<file path="config.mk">
export PLATFORM = sky130hd
export DESIGN_NAME = audio_sample_player
export DESIGN_NICKNAME = d
export VERILOG_FILES = /design/src/rtl/audio_sample_player.sv
export SDC_FILE = /design/constraint.sdc
export NUM_CORES = 1
export LEC_CHECK = 0
export BUFFER_PORTS_ARGS = -buffer_cell sky130_fd_sc_hd__buf_2
export CAP_MARGIN = 10
export CELL_PAD_IN_SITES_DETAIL_PLACEMENT = 2
export CELL_PAD_IN_SITES_GLOBAL_PLACEMENT = 2
export CORE_ASPECT_RATIO = 1.2
export CORE_UTILIZATION = 34
export DETAILED_ROUTE_END_ITERATION = 6
export MAX_ROUTING_LAYER = met4
export PLACE_DENSITY_LB_ADDON = 0.1
export SYNTH_ARGS = -nofsm -noshare
export SYNTH_HDL_FRONTEND = slang
export SYNTH_SLANG_ARGS = --single-unit
</file>
<file path="constraint.sdc">
create_clock -name clk -period 5.05 [get_ports clk]
set_input_delay 0.7575 -clock clk [delete_from_list [all_inputs] [get_ports clk]]
set_output_delay 0.7575 -clock clk [all_outputs]
set_load 0.02 [all_outputs]
</file>
<file path="src/rtl/audio_sample_player.sv">
// rtl/audio_sample_player.sv - paced sample-memory reader with volume scaling for the PWM stage
module audio_sample_player #(
  parameter int CLK_HZ      = 100_000_000,
  parameter int SAMPLE_HZ   = 8_000,
  parameter int ADDR_W      = 16,
  parameter int MEM_LATENCY = 2
) (
  input  logic              clk,
  input  logic              reset,
  input  logic              start,
  input  logic              stop,
  input  logic              loop_en,
  input  logic [ADDR_W-1:0] start_addr,
  input  logic [ADDR_W-1:0] end_addr,
  input  logic [4:0]        volume,
  output logic [ADDR_W-1:0] mem_addr,
  output logic              mem_rd_en,
  input  logic [7:0]        mem_data,
  output logic [7:0]        music_data,
  output logic              playing,
  output logic              sample_tick,
  output logic              done
);

  localparam int DIV   = CLK_HZ / SAMPLE_HZ;
  localparam int CNT_W = (DIV > 1) ? $clog2(DIV) : 1;
  localparam int LAT_W = (MEM_LATENCY > 1) ? $clog2(MEM_LATENCY) : 1;

  typedef enum logic [2:0] {IDLE, WAIT_TICK, READ, WAIT_DATA, FINISH} state_t;

  state_t            state, next_state;
  logic [CNT_W-1:0]  tick_cnt;
  logic [LAT_W-1:0]  lat_cnt;
  logic [ADDR_W-1:0] cur_addr, start_lat, end_lat;
  logic [7:0]        cap_data;
  logic [4:0]        cap_vol;
  logic              pending;
  logic              capture, at_end, finish_tick;
  logic signed [8:0]  delta;
  logic signed [14:0] prod, scaled;
  logic [7:0]        scaled_sample;

  // Next state and combinational outputs; stop outranks start, start outranks the walk
  always_comb begin
    next_state  = state;
    playing     = (state != IDLE);
    sample_tick = playing && (tick_cnt == CNT_W'(DIV - 1));
    mem_rd_en   = (state == READ);
    mem_addr    = (state == READ) ? cur_addr : '0;
    capture     = (state == WAIT_DATA) && (lat_cnt == LAT_W'(MEM_LATENCY - 1));
    at_end      = (cur_addr == end_lat);
    finish_tick = (state == FINISH) && sample_tick;
    if (stop) begin
      next_state = IDLE;
    end else if (start) begin
      next_state = WAIT_TICK;
    end else begin
      case (state)
        IDLE:      next_state = IDLE;
        WAIT_TICK: if (sample_tick) next_state = READ;
        READ:      next_state = WAIT_DATA;
        WAIT_DATA: if (capture) next_state = (at_end && !loop_en) ? FINISH : WAIT_TICK;
        FINISH:    if (sample_tick) next_state = IDLE;
        default:   next_state = IDLE;
      endcase
    end
  end

  // Offset-binary gain: 128 + floor((sample-128)*v/16); bit 7 flip re-adds the mid-scale offset
  always_comb begin
    delta         = $signed({1'b0, cap_data}) - 9'sd128;
    prod          = $signed({{6{delta[8]}}, delta}) * $signed({10'b0, cap_vol});
    scaled        = prod >>> 4;
    scaled_sample = scaled[7:0] ^ 8'h80;
  end

  // State, pacing counter, address walk, capture and output registers
  always_ff @(posedge clk) begin
    if (reset) begin
      state      <= IDLE;
      tick_cnt   <= '0;
      lat_cnt    <= '0;
      cur_addr   <= '0;
      start_lat  <= '0;
      end_lat    <= '0;
      cap_data   <= 8'd128;
      cap_vol    <= 5'd0;
      pending    <= 1'b0;
      music_data <= 8'd128;
      done       <= 1'b0;
    end else begin
      state <= next_state;
      done  <= 1'b0;

      if (stop || start || !playing || finish_tick)
        tick_cnt <= '0;
      else if (tick_cnt == CNT_W'(DIV - 1))
        tick_cnt <= '0;
      else
        tick_cnt <= tick_cnt + 1'b1;

      if (state == READ)
        lat_cnt <= '0;
      else if (state == WAIT_DATA)
        lat_cnt <= lat_cnt + 1'b1;

      if (stop) begin
        // Abandon any read in flight; the PWM goes straight to silence
        pending    <= 1'b0;
        music_data <= 8'd128;
      end else if (start) begin
        start_lat <= start_addr;
        end_lat   <= end_addr;
        cur_addr  <= start_addr;
        pending   <= 1'b0;
      end else begin
        if (capture) begin
          cap_data <= mem_data;
          cap_vol  <= (volume > 5'd16) ? 5'd16 : volume;
          pending  <= 1'b1;
          if (!at_end)
            cur_addr <= cur_addr + 1'b1;
          else if (loop_en)
            cur_addr <= start_lat;
        end
        if (finish_tick) begin
          music_data <= 8'd128;
          done       <= 1'b1;
        end else if (pending) begin
          music_data <= scaled_sample;
          pending    <= 1'b0;
        end
      end
    end
  end

endmodule

</file>
After elaboration in Yosys (flattened, before gate mapping). Index checks and enable logic that the tools add are counted.

$add $sub $neg: 4. $mul: 1. Divide/modulo/power cells: 0. Magnitude comparators: 1. Equality and inequality tests: 13. Shift operators: 0. Multiplexer cells: 18. Bitwise gates (word level): 3. Reductions and logical operators: 22.

Operators by type and width (number): $mux 16 (5); $add 16x1->16 const B (1); $eq 16x16->1 (1); $mux 8 (2); $add 14x1->14 const B (1); $eq 14x14->1 const B (1); $mul 9x6->12 (1); $mux 3 (4); $ne 3x3->1 const B (4); $pmux 3 s4 (1); $reduce_and 3->1 (4); $sub 8x8->9 const B (1); $eq 3x2->1 const B (2); $ne 2x2->1 const B (3); $reduce_or 3->1 (2); $gt 5x5->1 const B (1); $mux 1 (5); $mux 5 (1); $logic_and 1x1->1 (4); $reduce_and 2->1 (2); $reduce_bool 2->1 (2); $reduce_or 2->1 (2); $eq 3x1->1 const B (1); $eq 3x3->1 const B (1); other kinds (5) (10).

Bits in registers: 89. Bits in latches: 0. Memory bits (writable): 0. Bits in read-only memories: 0. Input bits: 50. Output and inout bits: 28. Logic and storage cells: 74. Memories kept: 0.

Depth between registers and ports, before layout.
Word-level depth: 6. Gate-level depth with buffers: 15. Mapped depth without buffers: 14.

Least setup slack after synthesis. Ideal clock, no wire load.

Path type: register to register. Start: register cap_vol[0]. End: register music_data[6]. Setup time: 0.117 ns. Arrival time: 3.670 ns. Data required time: 4.933 ns. Path slack: 1.264 ns. Cell stages (with the launch flop): 16. Path buffers: 1. Clock period less this slack: 3.786 ns. Path through: dfxtp_1 > clkbuf_1 > nand2b_1 > fa_1 > inv_1 > fa_1 > inv_1 > fa_1 > inv_1 > ha_1 > or4_1 > a41oi_1 > o31ai_1 > xor2_1 > a22oi_1 > nor2_1.

Longest elaborated chain between the ends: 3.

Ends and longest elaborated chain: start, declared (line 36) `logic [4:0] cap_vol;`; start signal, assigned (line 119) `cap_vol <= (volume > 5'd16) ? 5'd16 : volume;`; $mul 9x6->12 (line 72) `prod = $signed({{6{delta[8]}}, delta}) * $signed({10'b0, cap_vol});`; $mux 8 (line 129) `end else if (pending) begin`; $mux 8 (line 126) `if (finish_tick) begin`; end signal, assigned (line 130) `music_data <= scaled_sample;`; end, declared (line 19) `output logic [7:0] music_data,`.

No other way between the ends. The select of a mux whose other input is x is not followed. A chain may end at the register's enable or synchronous reset.

Final worst setup path. Ends and elaborated chain as after synthesis.

==> out/qor.txt <==
number of buffers created by CTS: 9
Inst Count DP: 929
GR Util met2: 41.4%
Buf/Inv on CP: 3
crit share post-route: 82.0%
unrepaired setup endpoints after global routing: no
Post-synth ARST share: 0%
Commonest cells post-synth: nand2_1, dfxtp_1, a21oi_1
# diodes: 0
Clock Path Buffers: 2
Worst path max stage delay: 570 ps
Vias/cell: 5.27
Core ar.: 15800 um2
max-slew headroom at the worst pin: 44.0%
power density cells: 243 nW/um2
largest net degree at the start of global routing: 66
min cycle time layout: 4140 ps
first-pass GRT wire length: 27800 um
syn nets: 769
clock group share of total power: 42.7%
Global Route Usage Sum: 21.6%
Multi-input gate area: 3420 um2
Mapped Cells: 678
Syn Std Cell Area: 5540 um2
crit-path cells: nand2b_1, fa_1, inv_1, fa_1, inv_1, fa_1, inv_1, ha_1, or4_1, a41oi_1, o31ai_1, xor2_1, a22oi_1, nor2_1
Root Driver: clkbuf_16
layout cell share with drive strength beyond 1: 16.1%
Net Switching: 0.404 mW
die area: 16800 um2
hold path start: start_lat[5]
initial DRC count: 196
Top Ports: 78
RD Place Congestion: 0.780
Pint: 1.14 mW
clock insertion delay at the later pin of the skew report: 350 ps
clk_skew: 9.23 ps
startpoint types: flip-flop
Hold Crit Class: reg2reg
CTS sink count: 89
cell row count: 50
CP top delay family: adder cells
Crit. Startpoint: cap_vol[0]
sequential power share: 48.7%
Area contributors post-synth: dfxtp_1, fa_1, nand2_1
fin nets: 823
Crit path arrival time: 4380 ps
Reg clk slew, reported paths: 70 ps
WL/cell: 17.4 um
final WL: 16500 um
post-route ant nets: 0
synth unique cells: 60
most common cell in the synthesized netlist: nand2_1
Synth top area share: 32.1%
Yosys reg bits: 89
vias in the first global route: 5607
Post-CTS Setup Inserts: 0
drt drc: 0
status: complete, no violations
final setup violation count: 0
Setup crit end kind: flip-flop
Logic pwr share: 8.6%
Chip Width: 119 um
VDD IR max: 0.131 mV
post-route setup TNS: 0 ps
register area share after synthesis: 32.1%
Sw Ratio: 26.2%
Setup CP Type: reg2reg
Reg area: 1780 um2
CTS resizes: 0
EDFF count, synth: 0
synthesis-to-finish area growth: 14.5%
r2r startpoint: cap_vol[0]
grt ovf: 0
die height: 142 um
met3 Use GR: 2.41%
Fmax: 0.242 GHz
DRT Pass-1 Iters: 4
FILL cells: 1876
initial antenna violation count: 0
Final Non-Filler Cells: 945
max-cap violations: 0
Final Max Tran Viols: 0
TritonCTS clock tree: yes
Initial Util: 35.2%
Detailed Place HPWL: 12300 um
required time worst endpoint: 5290 ps
number of I/O port buffers: 77
worst slew pin tran: 840 ps
Top Usage Layer GRT: met2
Hold Vio Cnt, Final: 0
maximum fanout along the worst path: 10
Static Leak: 2.80 nW
Yosys top cell by area: dfxtp_1
CTS Hold Bufs: 0
prevailing post-synth register cell: dfxtp_1
Avg Cell Area, Syn: 8.18 um2
Crit-path slowest cell: fa_1
vias: 4977
synth warn: 0
H-tree levels: 3
M1 GR Usage: 22.1%
[worst register-to-register path, delay by kind of cell, from the launching register on]
family                     cells  cell delay (ps)
AOI/OAI and AO/OA              3              630
xor gates and xnor gates       1              160
adders and majority gates      4             1810
buffers and inverters          3              150
DFF                            1              520
and+or+nand+nor                3              780
[layout make-up]
type                            count  share of cell area [%]
Clock inverter                      5                   0.591
Multi-Input combinational cell    505                    53.8
Tap cell                          208                    4.10
Timing Repair Buffer               84                    6.90
Sequential cell                    89                    28.1
Inverter                           43                    2.54
Clock buffer                       11                    3.98
[power groups by stage]
stage / logic [mW] / registers (mW) / clock network (mW)
final: 0.132 / 0.752 / 0.660
after global routing: 0.150 / 0.755 / 0.707
after CTS: 0.136 / 0.753 / 0.685
after detailed placement: 0.135 / 0.769 / 0
after global placement: 0.128 / 0.767 / 0
after floorplan: 0.0963 / 0.751 / 0
[worst paths after layout]
path	slack (ps)	endpoint	depth (start not counted)
worst min-delay path	460	start_lat[5]	2
worst max register to register	910	music_data[6]	14
worst min register to register	460	start_lat[5]	2
worst max-delay path	910	music_data[6]	14
[sequential cells by signal, indices dropped and copies added, names as in the netlist]
register / flops
cap_data: 8
cap_vol: 5
cur_addr: 16
done: 1
end_lat: 16
lat_cnt: 1
music_data: 8
pending: 1
start_lat: 16
state: 3
tick_cnt: 14
[per-layer routing]
layer / up-vias / wire length [um] / share of wire [%]
met2: 71 / 9270 / 56
met3: 30 / 359 / 2.2
li1: 2382 / - / -
met5: - / 0 / 0
met1: 2494 / 6420 / 39
met4: 0 / 437 / 2.7
[cells by family (layout without fill, tap and decap cells)]
| family | after synthesis | count (layout) | share of synthesized area, % |
|---|---|---|---|
| simple gates | 300 | 300 | 27.2 |
| compound gates | 109 | 109 | 12.8 |
| flops | 89 | 89 | 32.1 |
| buf+inv | 84 | 143 | 6.28 |
| xor+xnor | 49 | 49 | 8.13 |
| fa+ha+maj | 41 | 41 | 12.2 |
| mux | 6 | 6 | 1.15 |
[cell usage in the layout (no fill, tap or decap), types with 5 or more instances in the layout]
cell       synthesis  routed
a211o_1            5       5
a22oi_1            6       6
and2_1            24      24
ha_1              19      19
buf_2              9      77
buf_4              1       7
and3_1            20      20
nor4_1             6       6
fa_1              22      22
o21ai_0            5       5
inv_1             43      43
dfxtp_1           89      89
a311oi_1           5       5
nand2b_1           7       7
nor2_1            55      54
nand3_1           11      11
nor3_1            10      10
or3_1              8       8
nor3b_1            8       8
xnor2_1           12      12
a21oi_1           57      57
nand4_1            6       6
nand2_1          113     113
a221oi_1           7       7
nand3b_1           5       5
xor2_1            35      35
and2_2             7       7
clkbuf_16          0       9
a211oi_1           7       7
[per-stage QoR]
stage          total power [mW]  setup WS [ps]  hold WS, ps  area (um2)  utilization (%)
3_3_place_gp              0.896           1130          436        6060             38.4
3_5_place_dp              0.903            877          447        6060             38.4
6_report                   1.54            910          455        6350             40.3
4_1_cts                    1.57            863          457        6350             40.3
2_1_floorplan             0.848           1260          426        5540                -
5_1_grt                    1.61            628          473        6350             40.3
Power figures use the tool's default switching activity.
